**config.mk**
```make
export PLATFORM = sky130hd
export DESIGN_NAME = ingress_arbiter
export DESIGN_NICKNAME = d
export VERILOG_FILES = /design/src/rtl/ingress_arbiter.sv
export SDC_FILE = /design/constraint.sdc
export NUM_CORES = 1
export LEC_CHECK = 0
export BUFFER_PORTS_ARGS = -buffer_cell sky130_fd_sc_hd__buf_2
export CAP_MARGIN = 20
export CORE_ASPECT_RATIO = 0.9
export CORE_UTILIZATION = 46
export DETAILED_ROUTE_END_ITERATION = 16
export HOLD_SLACK_MARGIN = 0.05
export PLACE_DENSITY = 0.91
export SLEW_MARGIN = 20
export SYNTH_ARGS = -nofsm -noshare
export SYNTH_HDL_FRONTEND = slang
export SYNTH_SLANG_ARGS = --single-unit
```
**constraint.sdc**
```tcl
create_clock -name clk -period 2.5 [get_ports clk]
set_input_delay 0.5 -clock clk [delete_from_list [all_inputs] [get_ports clk]]
set_output_delay 0.5 -clock clk [all_outputs]
set_load 0.005 [all_outputs]
```
**src/rtl/ingress_arbiter.sv**
```systemverilog
// Ingress arbiter: merges NUM_PORTS AXI-Stream sources onto the filter ingress
// one whole frame at a time, round-robin, with a forced idle gap between frames
// and a mid-frame stall timeout that closes the frame with a zero tlast beat.

package ingress_arbiter_pkg;
  localparam int DATA_W = 16;

  typedef struct packed {
    logic              tvalid;
    logic [DATA_W-1:0] tdata;
    logic              tlast;
  } axis_source_t;

  typedef struct packed {
    logic tready;
  } axis_sink_t;
endpackage

module ingress_arbiter
  import ingress_arbiter_pkg::*;
#(
  parameter int NUM_PORTS      = 4,
  parameter int GAP_CYCLES     = 1,
  parameter int TIMEOUT_CYCLES = 64
) (
  input  logic                         clk,
  input  logic                         reset,
  input  axis_source_t                 src_source [NUM_PORTS],
  output axis_sink_t                   src_sink   [NUM_PORTS],
  output axis_source_t                 m_source,
  input  axis_sink_t                   m_sink,
  input  logic                         almost_full,
  output logic [$clog2(NUM_PORTS)-1:0] grant_id,
  output logic                         busy,
  output logic                         abort_pulse,
  output logic [15:0]                  frames_fwd,
  output logic [7:0]                   frames_aborted
);

  localparam int IDW  = $clog2(NUM_PORTS);
  localparam int GW   = (GAP_CYCLES > 0) ? $clog2(GAP_CYCLES + 1) : 1;
  localparam int TO_W = (TIMEOUT_CYCLES > 0) ? $clog2(TIMEOUT_CYCLES + 1) : 1;
  localparam logic [TO_W-1:0] TO_LIM   = TO_W'(TIMEOUT_CYCLES);
  localparam logic [GW-1:0]   GAP_LOAD = GW'(GAP_CYCLES);

  typedef enum logic [1:0] {
    IDLE  = 2'd0,
    GRANT = 2'd1,
    ABORT = 2'd2,
    GAP   = 2'd3
  } state_t;

  state_t           state;
  state_t           state_nxt;
  logic [IDW-1:0]   last_grant;
  logic [IDW-1:0]   pick;
  logic             req_any;
  logic [TO_W-1:0]  to_cnt;
  logic [GW-1:0]    gap_cnt;
  logic             grant_load;
  logic             gap_load;
  logic             fwd_done;
  logic             abort_done;
  axis_source_t     sel;

  // Aborted-frame counter sticks at its maximum instead of wrapping.
  function automatic logic [7:0] sat_inc8(input logic [7:0] v);
    return (v == 8'hFF) ? v : v + 8'd1;
  endfunction

  assign sel = src_source[grant_id];

  // Round-robin search for the first requester after the last granted port.
  always_comb begin
    req_any = 1'b0;
    pick    = last_grant;
    for (int k = 1; k <= NUM_PORTS; k++) begin
      if (!req_any && src_source[(int'(last_grant) + k) % NUM_PORTS].tvalid) begin
        req_any = 1'b1;
        pick    = IDW'((int'(last_grant) + k) % NUM_PORTS);
      end
    end
  end

  // Next-state logic; a tlast handshake takes priority over the timeout.
  always_comb begin
    state_nxt  = state;
    grant_load = 1'b0;
    gap_load   = 1'b0;
    fwd_done   = 1'b0;
    abort_done = 1'b0;
    case (state)
      IDLE: begin
        if (!almost_full && req_any) begin
          state_nxt  = GRANT;
          grant_load = 1'b1;
        end
      end
      GRANT: begin
        if (sel.tvalid && m_sink.tready && sel.tlast) begin
          fwd_done  = 1'b1;
          gap_load  = (GAP_CYCLES > 0);
          state_nxt = (GAP_CYCLES > 0) ? GAP : IDLE;
        end else if ((TIMEOUT_CYCLES > 0) && (to_cnt == TO_LIM)) begin
          state_nxt = ABORT;
        end
      end
      ABORT: begin
        if (m_sink.tready) begin
          abort_done = 1'b1;
          gap_load   = (GAP_CYCLES > 0);
          state_nxt  = (GAP_CYCLES > 0) ? GAP : IDLE;
        end
      end
      GAP: begin
        if (gap_cnt <= GW'(1)) state_nxt = IDLE;
      end
      default: state_nxt = IDLE;
    endcase
  end

  // Stream steering; everything is forced quiet while reset is held low.
  always_comb begin
    m_source = '0;
    for (int i = 0; i < NUM_PORTS; i++) src_sink[i].tready = 1'b0;
    if (reset) begin
      case (state)
        GRANT: begin
          m_source                 = sel;
          src_sink[grant_id].tready = m_sink.tready;
        end
        ABORT: begin
          m_source.tvalid = 1'b1;
          m_source.tdata  = '0;
          m_source.tlast  = 1'b1;
        end
        default: ;
      endcase
    end
  end

  // Status flags decoded from the current state.
  always_comb begin
    busy        = (state == GRANT) || (state == ABORT);
    abort_pulse = abort_done && reset;
  end

  // State register, grant record, timeout/gap counters and frame statistics.
  always_ff @(posedge clk) begin
    if (!reset) begin
      state          <= IDLE;
      last_grant     <= IDW'(NUM_PORTS - 1);
      grant_id       <= '0;
      to_cnt         <= '0;
      gap_cnt        <= '0;
      frames_fwd     <= '0;
      frames_aborted <= '0;
    end else begin
      state <= state_nxt;
      if (grant_load) begin
        grant_id   <= pick;
        last_grant <= pick;
      end
      if (grant_load) begin
        to_cnt <= '0;
      end else if (state == GRANT) begin
        if (sel.tvalid)            to_cnt <= '0;
        else if (to_cnt != TO_LIM) to_cnt <= to_cnt + TO_W'(1);
      end
      if (gap_load) begin
        gap_cnt <= GAP_LOAD;
      end else if ((state == GAP) && (gap_cnt != '0)) begin
        gap_cnt <= gap_cnt - GW'(1);
      end
      if (fwd_done)   frames_fwd     <= frames_fwd + 16'd1;
      if (abort_done) frames_aborted <= sat_inc8(frames_aborted);
    end
  end

endmodule

```
==> key figures, run 1 <==
Floorplanning
  • Die area: ~0.0057 sq mm
  • Die Y: 71.9 um
  • IO Pins: about 130
  • DIE WIDTH: 79.6 um
  • Initial Utilization: 47.7%
  • Std-Cell Core Area: 0.00522 sq mm
  • Rows: 25

Placement
  • PortBufs: 125
  • Pre-CTS WS: ~0.34 ns
  • HPWL Detailed: approximately 5500 um
  • Post-DP Area: ~0.0032 sq mm
  • GP Congestion: ~0.86
  • Post-placement cell count: between 400 and 500

Drt
  • DR pass1 iterations: 4
  • DRC Markers: 0
  • Iteration-0 DRC count of the detailed router: roughly 110
  • Final wirelength: a little under 7000 um
  • Average wire per standard cell: 14.6 um
  • Vias: 2614
  • Vias per cell: 5.54
  • Detail Route Antenna Nets: 0

CTS
  • Clk root buf: clkbuf_8
  • CTS tree: built
  • Clock sink total: 37
  • Worst-skew pair later-pin latency: 0.29 ns
  • Num CTS Buffers: 5
  • Maximum clock path buffer count: 2
  • Clk slew on worst S/H paths: 0.07 ns
  • Setup bufs post-CTS: 0
  • H-Tree Depth: 2

Timing
  • Worst slew margin: 52.1%
  • Highest clock rate: 440 MHz
  • Period Utilization, post-route: 91.0%
  • Fin Setup TNS: 0 ns
  • Clock Skew: 0.00419 ns
  • Final Hold Vio Count: 0
  • Pins over their slew limit: 0
  • Setup violations, final: 0
  • Minimum clock period: 2.27 ns
  • Slew @ Worst Pin: 0.718 ns
  • Worst hold slack: 0.492 ns
  • RSZ-0062 raised after global routing: false
  • Smallest setup slack after layout: ~0.23 ns

Setup path
  • Slowest stage delay, CP: ~0.53 ns
  • Crit start category: flip-flop
  • Highest net fanout along the worst path: 24
  • Critical path, cell by cell: buf_6 > mux4_2 > and3_1 > buf_2
  • Worst path slowest cell: mux4_2
  • Crit Path Class: reg2out
  • Endpoint type of the worst setup path: primary output
  • Critical path arrival: about 1.8 ns
  • Worst EP required: 2.00 ns

GRT
  • Grt total ovfl: 0
  • Initial antenna violation count: 0
  • GR Util All Layers: 24.7%
  • Vias in the first global route: 2357
  • First-pass GRT wire length: between 10000 and 15000 um
  • Largest net degree at the start of global routing: 25

Layout
  • ANT cells: 0
  • NumNets Final: 489
  • Share of cells above drive strength 1: 38.3%
  • P&R area growth vs syn: 30.6%
  • Final instance count without filler cells: 472
  • Final non-filler cell area: 0.00326 sq mm

Synthesis
  • Seq/Total Area, Yosys: 29.7%
  • Mapped Nets: 366
  • Synth area leader: dfxtp_1
  • Most used DFF post-synth: dfxtp_1
  • Async SR Flop Fraction: 0%
  • Number of distinct library cells after synthesis: 40
  • Post-Syn Area: 0.00249 sq mm
  • Post-Syn Instances: 282
  • Top post-synthesis cells by area: dfxtp_1 (30%), mux4_2 (16%), ha_1 (4.0%)
  • YS warnings: 0
  • Post-synth EDFFs: 0
  • #FFs+latches synth: 37
  • Count leader, synth: dfxtp_1
  • Synth top area share: 29.7%
  • Synth top cells by count: dfxtp_1 (37), nor2_1 (25), nand2_1 (20)
  • Syn_area_per_cell: 8.84 sq um

Power
  • Pwr Density: about 590 mW/mm^2
  • Leak: 0.00142 uW
  • VDD IR-drop max: ~0.00035 V

Run
  • Max-cap violation count: 0

Hold path
  • Hold Path Class: reg2reg

Run status
  • Outcome: finished, final reports clean
flip-flops by register name (all words and copies together) (netlist names):
signal,count
to_cnt,7
frames_aborted,8
grant_id,2
frames_fwd,16
state,2
last_grant,2
path summary, 6_finish.rpt:
check                                 endpoint  cells after the start  slack [ns]         from
worst max-delay path              m_source[16]                      4        0.23  grant_id[0]
worst min-delay path                  state[1]                      2        0.49     state[1]
worst max register to register  frames_fwd[15]                      6        0.32     state[1]
worst min register to register        state[1]                      2        0.49     state[1]
cells by family after synthesis:
| kind of cell | synth area share [%] |
|---|---|
| adders and majority gates | 4.01 |
| DFF | 29.7 |
| xor gates and xnor gates | 5.27 |
| AOI/OAI and AO/OA | 11.3 |
| and+or+nand+nor | 26.4 |
| muxes | 18.7 |
| buffers and inverters | 4.67 |
through the flow:
stage	power (uW)	util (%)
2_1_floorplan	1290	-
3_3_place_gp	1490	60.6
3_5_place_dp	1510	60.6
4_1_cts	1940	62.3
5_1_grt	2060	62.3
6_report	1920	62.3
layout make-up:
type,count,area [sq um]
tap,67,83.8
clock buffer,7,86.3
timing repair buffer,129,659
fill,478,1970
inverter,13,48.8
sequential,37,741
multi-input combinational,219,1640
worst max-delay path: cells and delay by family, from the launching register on:
family	cells	cell delay, ns
buffers and inverters	2	0.39
and+or+nand+nor	1	0.18
DFF	1	0.37
muxes	1	0.53
placed cells by master, fill, tap and decap left out, types with 2 or more instances in the layout:
master      n
a311o_1     2
a21oi_1    17
nand4_1     9
xor2_1      9
mux4_2     18
nand3_1    14
buf_2     125
o21ai_0    17
nor4_1      2
clkbuf_8    6
or3_1      10
nor2_1     25
and2_1      2
mux2i_1     6
nor3_1      7
nor3b_1     2
nor2b_1    16
nand2b_1    5
ha_1        8
nand2_1    20
nand3b_1    3
xnor2_1     6
dfxtp_1    37
a31oi_1     2
and3_1      6
buf_4       3
inv_1      13
metal layers:
layer | wire length, um | track usage [%] | share of wire, % | up-vias
met1 | 2660 | 28.2 | 39 | 1217
met3 | 596 | 6.75 | 8.7 | 21
met2 | 3360 | 42.8 | 49 | 105
met4 | 262 | 11.1 | 3.8 | 0
met5 | 0 | 0 | 0 | -
li1 | - | - | - | 1271
repair_timing:
action / CTS / global route
hold buffers: 0 / 0
gates resized for setup: 0 / 1
setup endpoints to repair: 0 / 1
endpoints found under the hold margin: 0 / 0
power breakdown:
part	total, uW	switching [uW]	internal, uW
Sequential	676	45.7	630
Clock	422	203	219
Combinational	826	411	415
Total	1920	660	1260
Note: power is estimated with default switching activity, not from simulation.
==> run 2, diff against run 1 <==
Settings changed: CORE_ASPECT_RATIO 0.9 to default.
==> key figures, run 2 (synthesis results as in run 1) <==
Setup path
  • Critical path arrival: 1.84 ns (+0.07 ns)
  • Highest net fanout along the worst path: 10 (-58%)
  • Worst EP required: 2.00 ns (about the same)
  • Crit Path Class: reg2out
  • Endpoint type of the worst setup path: primary output
  • R2R setup slack: 0.42 ns (+0.10 ns)
  • Crit start category: flip-flop
  • Reg2reg path depth: 5 (-1)

Power
  • VDD IR-drop max: 0.000366 V (+4.7%)
  • Switching power: 692 uW (+4.8%)
  • Pwr Density: 594 mW/mm^2 (+0.57%)
  • Flop pwr share: 35.1% (about the same)
  • Comb power frac: 43.5% (+0.6 points)
  • Clock share of power: 21.4% (-0.5 points)
  • Power Total: 1950 uW (+1.2%)
  • Sw frac: 35.5% (+1.2 points)
  • Leak: 0.00143 uW (+0.51%)
  • Int Pwr: 1250 uW (-0.71%)

CTS
  • Clk slew on worst S/H paths: 0.07 ns (about the same)
  • H-Tree Depth: 2 (unchanged)
  • Setup bufs post-CTS: 0 (unchanged)
  • Maximum clock path buffer count: 2 (unchanged)
  • Num CTS Buffers: 5 (unchanged)
  • CTS tree: built
  • Clk root buf: clkbuf_8
  • Clock sink total: 37 (unchanged)
  • Hold_buf cts: 0 (unchanged)
  • Worst-skew pair later-pin latency: 0.30 ns (about the same)
  • Post-cts sizing count: 0 (unchanged)

Drt
  • Iteration-0 DRC count of the detailed router: 170 (+59%)
  • Vias per cell: 5.62 (+1.5%)
  • DRC Markers: 0 (unchanged)
  • DR pass1 iterations: 4 (unchanged)
  • Final wirelength: 7080 um (+3.0%)
  • Average wire per standard cell: 14.8 um (+1.9%)
  • Detail Route Antenna Nets: 0 (unchanged)
  • Vias: 2681 (+2.6%)

GRT
  • GR Util All Layers: 24.5% (-0.17 points)
  • Vias in the first global route: 2400 (+1.8%)
  • Grt total ovfl: 0 (unchanged)
  • Initial antenna violation count: 0 (unchanged)
  • Largest net degree at the start of global routing: 25 (unchanged)
  • First-pass GRT wire length: 10400 um (-5.2%)

Timing
  • Fin Setup TNS: 0 ns (unchanged)
  • RSZ-0062 raised after global routing: false
  • Setup violations, final: 0 (unchanged)
  • Final Hold Vio Count: 0 (unchanged)
  • Minimum clock period: 2.34 ns (+0.0626 ns)
  • Pins over their slew limit: 0 (unchanged)
  • Slew @ Worst Pin: 0.752 ns (+0.0337 ns)
  • Worst slew margin: 49.7% (-2.4 points)
  • Highest clock rate: 428 MHz (-2.7%)
  • Period Utilization, post-route: 93.5% (+2.5 points)
  • Clock Skew: 0.00680 ns (+0.00261 ns)

Layout
  • Share of cells above drive strength 1: 38.8% (+0.55 points)
  • NumNets Final: 490 (+0.20%)
  • ANT cells: 0 (unchanged)
  • Number of flip-flops in the largest register: 16 (unchanged)
  • Fill count: 450 (-5.9%)
  • P&R area growth vs syn: 31.4%
  • Largest regs: frames_fwd (16), frames_aborted (8), to_cnt (7)
  • Register with the most flip-flops: frames_fwd
  • Commonest cells after routing, fill and taps aside: buf_2 (125), dfxtp_1 (37), nor2_1 (25)
  • Commonest non-fill, non-tap cell in the layout: buf_2

Floorplanning
  • Std-Cell Core Area: 0.00517 sq mm (-0.98%)
  • Rows: 26 (+4.0%)
  • Die Y: 75.6 um (+5.3%)
  • IO Pins: 126 (unchanged)
  • DIE WIDTH: 75.6 um (-5.0%)
  • Die area: 0.00572 sq mm (about the same)
  • Initial Utilization: 48.2% (+0.47 points)

Run
  • Max-cap violation count: 0 (unchanged)

Hold path
  • Hold Path Class: reg2reg
  • Min-Delay Path Depth: 2 (unchanged)

Placement
  • PortBufs: 125 (unchanged)
  • HPWL Detailed: 5580 um (+2.2%)
  • GP Congestion: 0.808 (-5.6%)

Run status
  • Outcome: finished, final reports clean
run 2: power by group through the flow:
stage / combinational [uW] / sequential (uW) / clock, uW
floorplan: 609 / 678 / 0
global placement: 814 / 694 / 0
detailed placement: 837 / 696 / 0
CTS: 844 / 684 / 427
global route: 935 / 690 / 447
finish: 846 / 684 / 416
run 2: path summary, 6_finish.rpt:
path	startpoint	end
max	grant_id[0]	m_source[0]
min	frames_fwd[15]	frames_fwd[15]
max reg2reg	grant_id[0]	state[0]
min reg2reg	frames_fwd[15]	frames_fwd[15]
run 2: critical path, stage by stage (launching register included):
cell,delay [ns]
dfxtp_1,0.48
mux4_2,0.57
and2_4,0.22
nor2_1,0.09
nor2_1,0.05
buf_2,0.13
run 2: metal layers:
layer | GRT usage (%) | wire [um] | share of wire (%)
met1 | 23.2 | 2640 | 37
met4 | 9.88 | 191 | 2.7
met3 | 8.33 | 628 | 8.9
met2 | 47.9 | 3620 | 51
met5 | 0 | 0 | 0
run 2: layout make-up:
class	count	area (sq um)	share of cell area, %
clock buffers	5	68.8	2.10
well taps	70	87.6	2.67
inverters	13	48.8	1.49
repair buffers	130	676	20.6
flip-flops and latches	37	741	22.6
multi-input cells	219	1640	50.0
clock inverters	3	17.5	0.535
run 2: through the flow:
stage          instance area (sq um)  std cells  utilization [%]  hold WS [ns]  setup WS [ns]
3_3_place_gp                    3190        469             61.7         0.470          0.419
3_5_place_dp                    3190        469             61.7         0.475          0.384
2_1_floorplan                   2490        282                -         0.461          0.438
5_1_grt                         3280        477             63.3         0.538         0.0984
6_report                        3280        477             63.3         0.477          0.163
4_1_cts                         3280        477             63.3         0.485          0.153
==> run 3, diff against run 2 <==
Settings changed: CORE_UTILIZATION 46 to 50, PLACE_DENSITY 0.91 to 0.95.
Clock period 2.5 ns to 3 ns, I/O delays scaled along.
==> key figures, run 3 (synthesis results as in run 1) <==
Floorplanning
  • IO Pins: 126 (unchanged)
  • Die Y: 72.6 um (-4.0%)
  • Die area: 0.00527 sq mm (-7.8%)
  • Initial Utilization: 52.4% (+4.2 points)
  • DIE WIDTH: 72.6 um (-4.0%)
  • Std-Cell Core Area: 0.00475 sq mm (-8.1%)
  • Rows: 25 (-3.8%)

Drt
  • Iteration-0 DRC count of the detailed router: 134 (-21%)
  • Average wire per standard cell: 15.9 um (+7.0%)
  • Vias per cell: 5.72 (+1.8%)
  • Final wirelength: 7520 um (+6.1%)
  • DRC Markers: 0 (unchanged)
  • Vias: 2707 (+0.97%)
  • Detail Route Antenna Nets: 0 (unchanged)
  • DR pass1 iterations: 4 (unchanged)

Placement
  • HPWL Detailed: 5890 um (+5.6%)
  • PortBufs: 125 (unchanged)
  • GP Congestion: 0.818 (+1.2%)
  • Post-DP Area: 0.00316 sq mm (-0.98%)

Setup path
  • Crit Path Class: reg2out
  • Critical path arrival: 2.20 ns (+0.36 ns)
  • Top delay family on crit path: simple AND/OR/NAND/NOR gates
  • WP depth: 5 (unchanged)
  • Critical path, cell by cell: inv_1 > ha_1 > nand3_1 > nor2b_1 > buf_2
  • WP buf/inv: 2 (+1)
  • Worst EP required: 2.40 ns (+0.40 ns)
  • Worst path slowest cell: nand3_1
  • Reg2reg path depth: 5 (unchanged)
  • Endpoint type of the worst setup path: primary output
  • Highest net fanout along the worst path: 15 (+5)
  • Slowest stage delay, CP: 0.54 ns (-0.03 ns)
  • Crit start category: flip-flop

Power
  • Pwr Density: 524 mW/mm^2 (-12%)
  • Leak: 0.00143 uW (about the same)
  • VDD IR-drop max: 0.000421 V (+15%)

Timing
  • Pins over their slew limit: 0 (unchanged)
  • Worst slew margin: 51.4% (+1.8 points)
  • Clock Skew: 0.00462 ns (-0.00218 ns)
  • Setup violations, final: 0 (unchanged)
  • RSZ-0062 raised after global routing: false
  • Slew @ Worst Pin: 0.725 ns (-0.0262 ns)
  • Period Utilization, post-route: 93.5%
  • Minimum clock period: approximately 2.8 ns
  • Fin Setup TNS: 0 ns (unchanged)
  • Highest clock rate: 357 MHz
  • Final Hold Vio Count: 0 (unchanged)

Layout
  • Commonest cells after routing, fill and taps aside: buf_2 (125), dfxtp_1 (37), nor2_1 (25)
  • P&R area growth vs syn: 31.6%
  • Commonest non-fill, non-tap cell in the layout: buf_2
  • Final non-filler cell area: 0.00328 sq mm (+0.15%)
  • Register with the most flip-flops: frames_fwd
  • Share of cells above drive strength 1: 38.5% (-0.30 points)
  • Area occupied by registers: 741 sq um (unchanged)
  • NumNets Final: 488 (-0.41%)
  • Largest regs: frames_fwd (16), frames_aborted (8), to_cnt (7)
  • Area of the multi-input gates: 0.00164 sq mm (unchanged)
  • Fill count: 398 (-12%)
  • Number of flip-flops in the largest register: 16 (unchanged)

CTS
  • Clk root buf: clkbuf_8
  • Setup bufs post-CTS: 0 (unchanged)
  • Num CTS Buffers: 5 (unchanged)
  • Post-cts sizing count: 0 (unchanged)
  • H-Tree Depth: 2 (unchanged)
  • Hold_buf cts: 0 (unchanged)
  • Worst-skew pair later-pin latency: 0.29 ns (about the same)
  • CTS tree: built
  • Clk slew on worst S/H paths: 0.07 ns (about the same)
  • Maximum clock path buffer count: 2 (unchanged)
  • Clock sink total: 37 (unchanged)

GRT
  • First-pass GRT wire length: 11600 um (+11%)
  • GR Util All Layers: 28.4% (+3.9 points)
  • Vias in the first global route: 2624 (+9.3%)
  • Largest net degree at the start of global routing: 25 (unchanged)
  • Initial antenna violation count: 1 (+1)
  • Grt total ovfl: 0 (unchanged)

Hold path
  • Min-Delay Path Depth: 2 (unchanged)
  • Hold Path Class: reg2reg

Run status
  • Outcome: finished, final reports clean

Run
  • Max-cap violation count: 0 (unchanged)
==> run 3: cell count changes in the layout (fill, tap and decap cells not counted) <==
| cell | previous run | this run |
|---|---|---|
| buf_12 | 1 | 0 |
| buf_4 | 4 | 3 |
| bufinv_16 | 0 | 1 |
| clkbuf_8 | 5 | 6 |
| clkinv_2 | 2 | 0 |
| diode_2 | 0 | 1 |
==> run 3: worst paths after layout <==
kind | slack [ns] | end | start
setup / recovery | 0.20 | m_source[15] | state[1]
hold / removal | 0.49 | state[1] | state[1]
setup reg to reg | 0.71 | frames_fwd[13] | grant_id[1]
hold reg to reg | 0.49 | state[1] | state[1]
==> run 3: metrics by stage <==
stage          hold slack [ns]  std cells  total power, uW  util (%)  setup slack [ns]
6_report                 0.491        473             1720      69.0             0.195
5_1_grt                  0.521        473             1820      69.0             0.101
4_1_cts                  0.488        472             1720      68.9             0.231
3_5_place_dp             0.475        464             1270      66.4             0.543
3_3_place_gp             0.474        464             1230      66.4             0.652
2_1_floorplan            0.461        282             1070         -             0.838
==> run 3: tightest hold or removal path, delay by kind of cell (launching register included) <==
kind             cells  cell delay, ns
flip-flops           1            0.34
multiplexers         1            0.05
AND/OR/NAND/NOR      1            0.06
==> run 3: power by group <==
group,total (uW),leakage [uW],internal [uW],switching (uW)
logic,689,0.00107,342,346
clock network,454,0.0000574,270,183
registers,576,0.000299,525,51.3
==> run 3: per-layer routing <==
metal	wire, um	global-route usage (%)	up-vias
met1	2810	29.8	1277
li1	-	-	1280
met2	3820	51.6	128
met5	0	0	-
met3	660	8.29	22
met4	228	14.2	0
==> run 3: cell type report <==
type	instances	area share, %
antenna	1	0.0763
clock buffer	6	2.52
clock inverter	2	1.14
inverter	13	1.49
multi-input combinational	219	49.9
sequential	37	22.6
tap	67	2.56
timing repair buffer	128	19.8
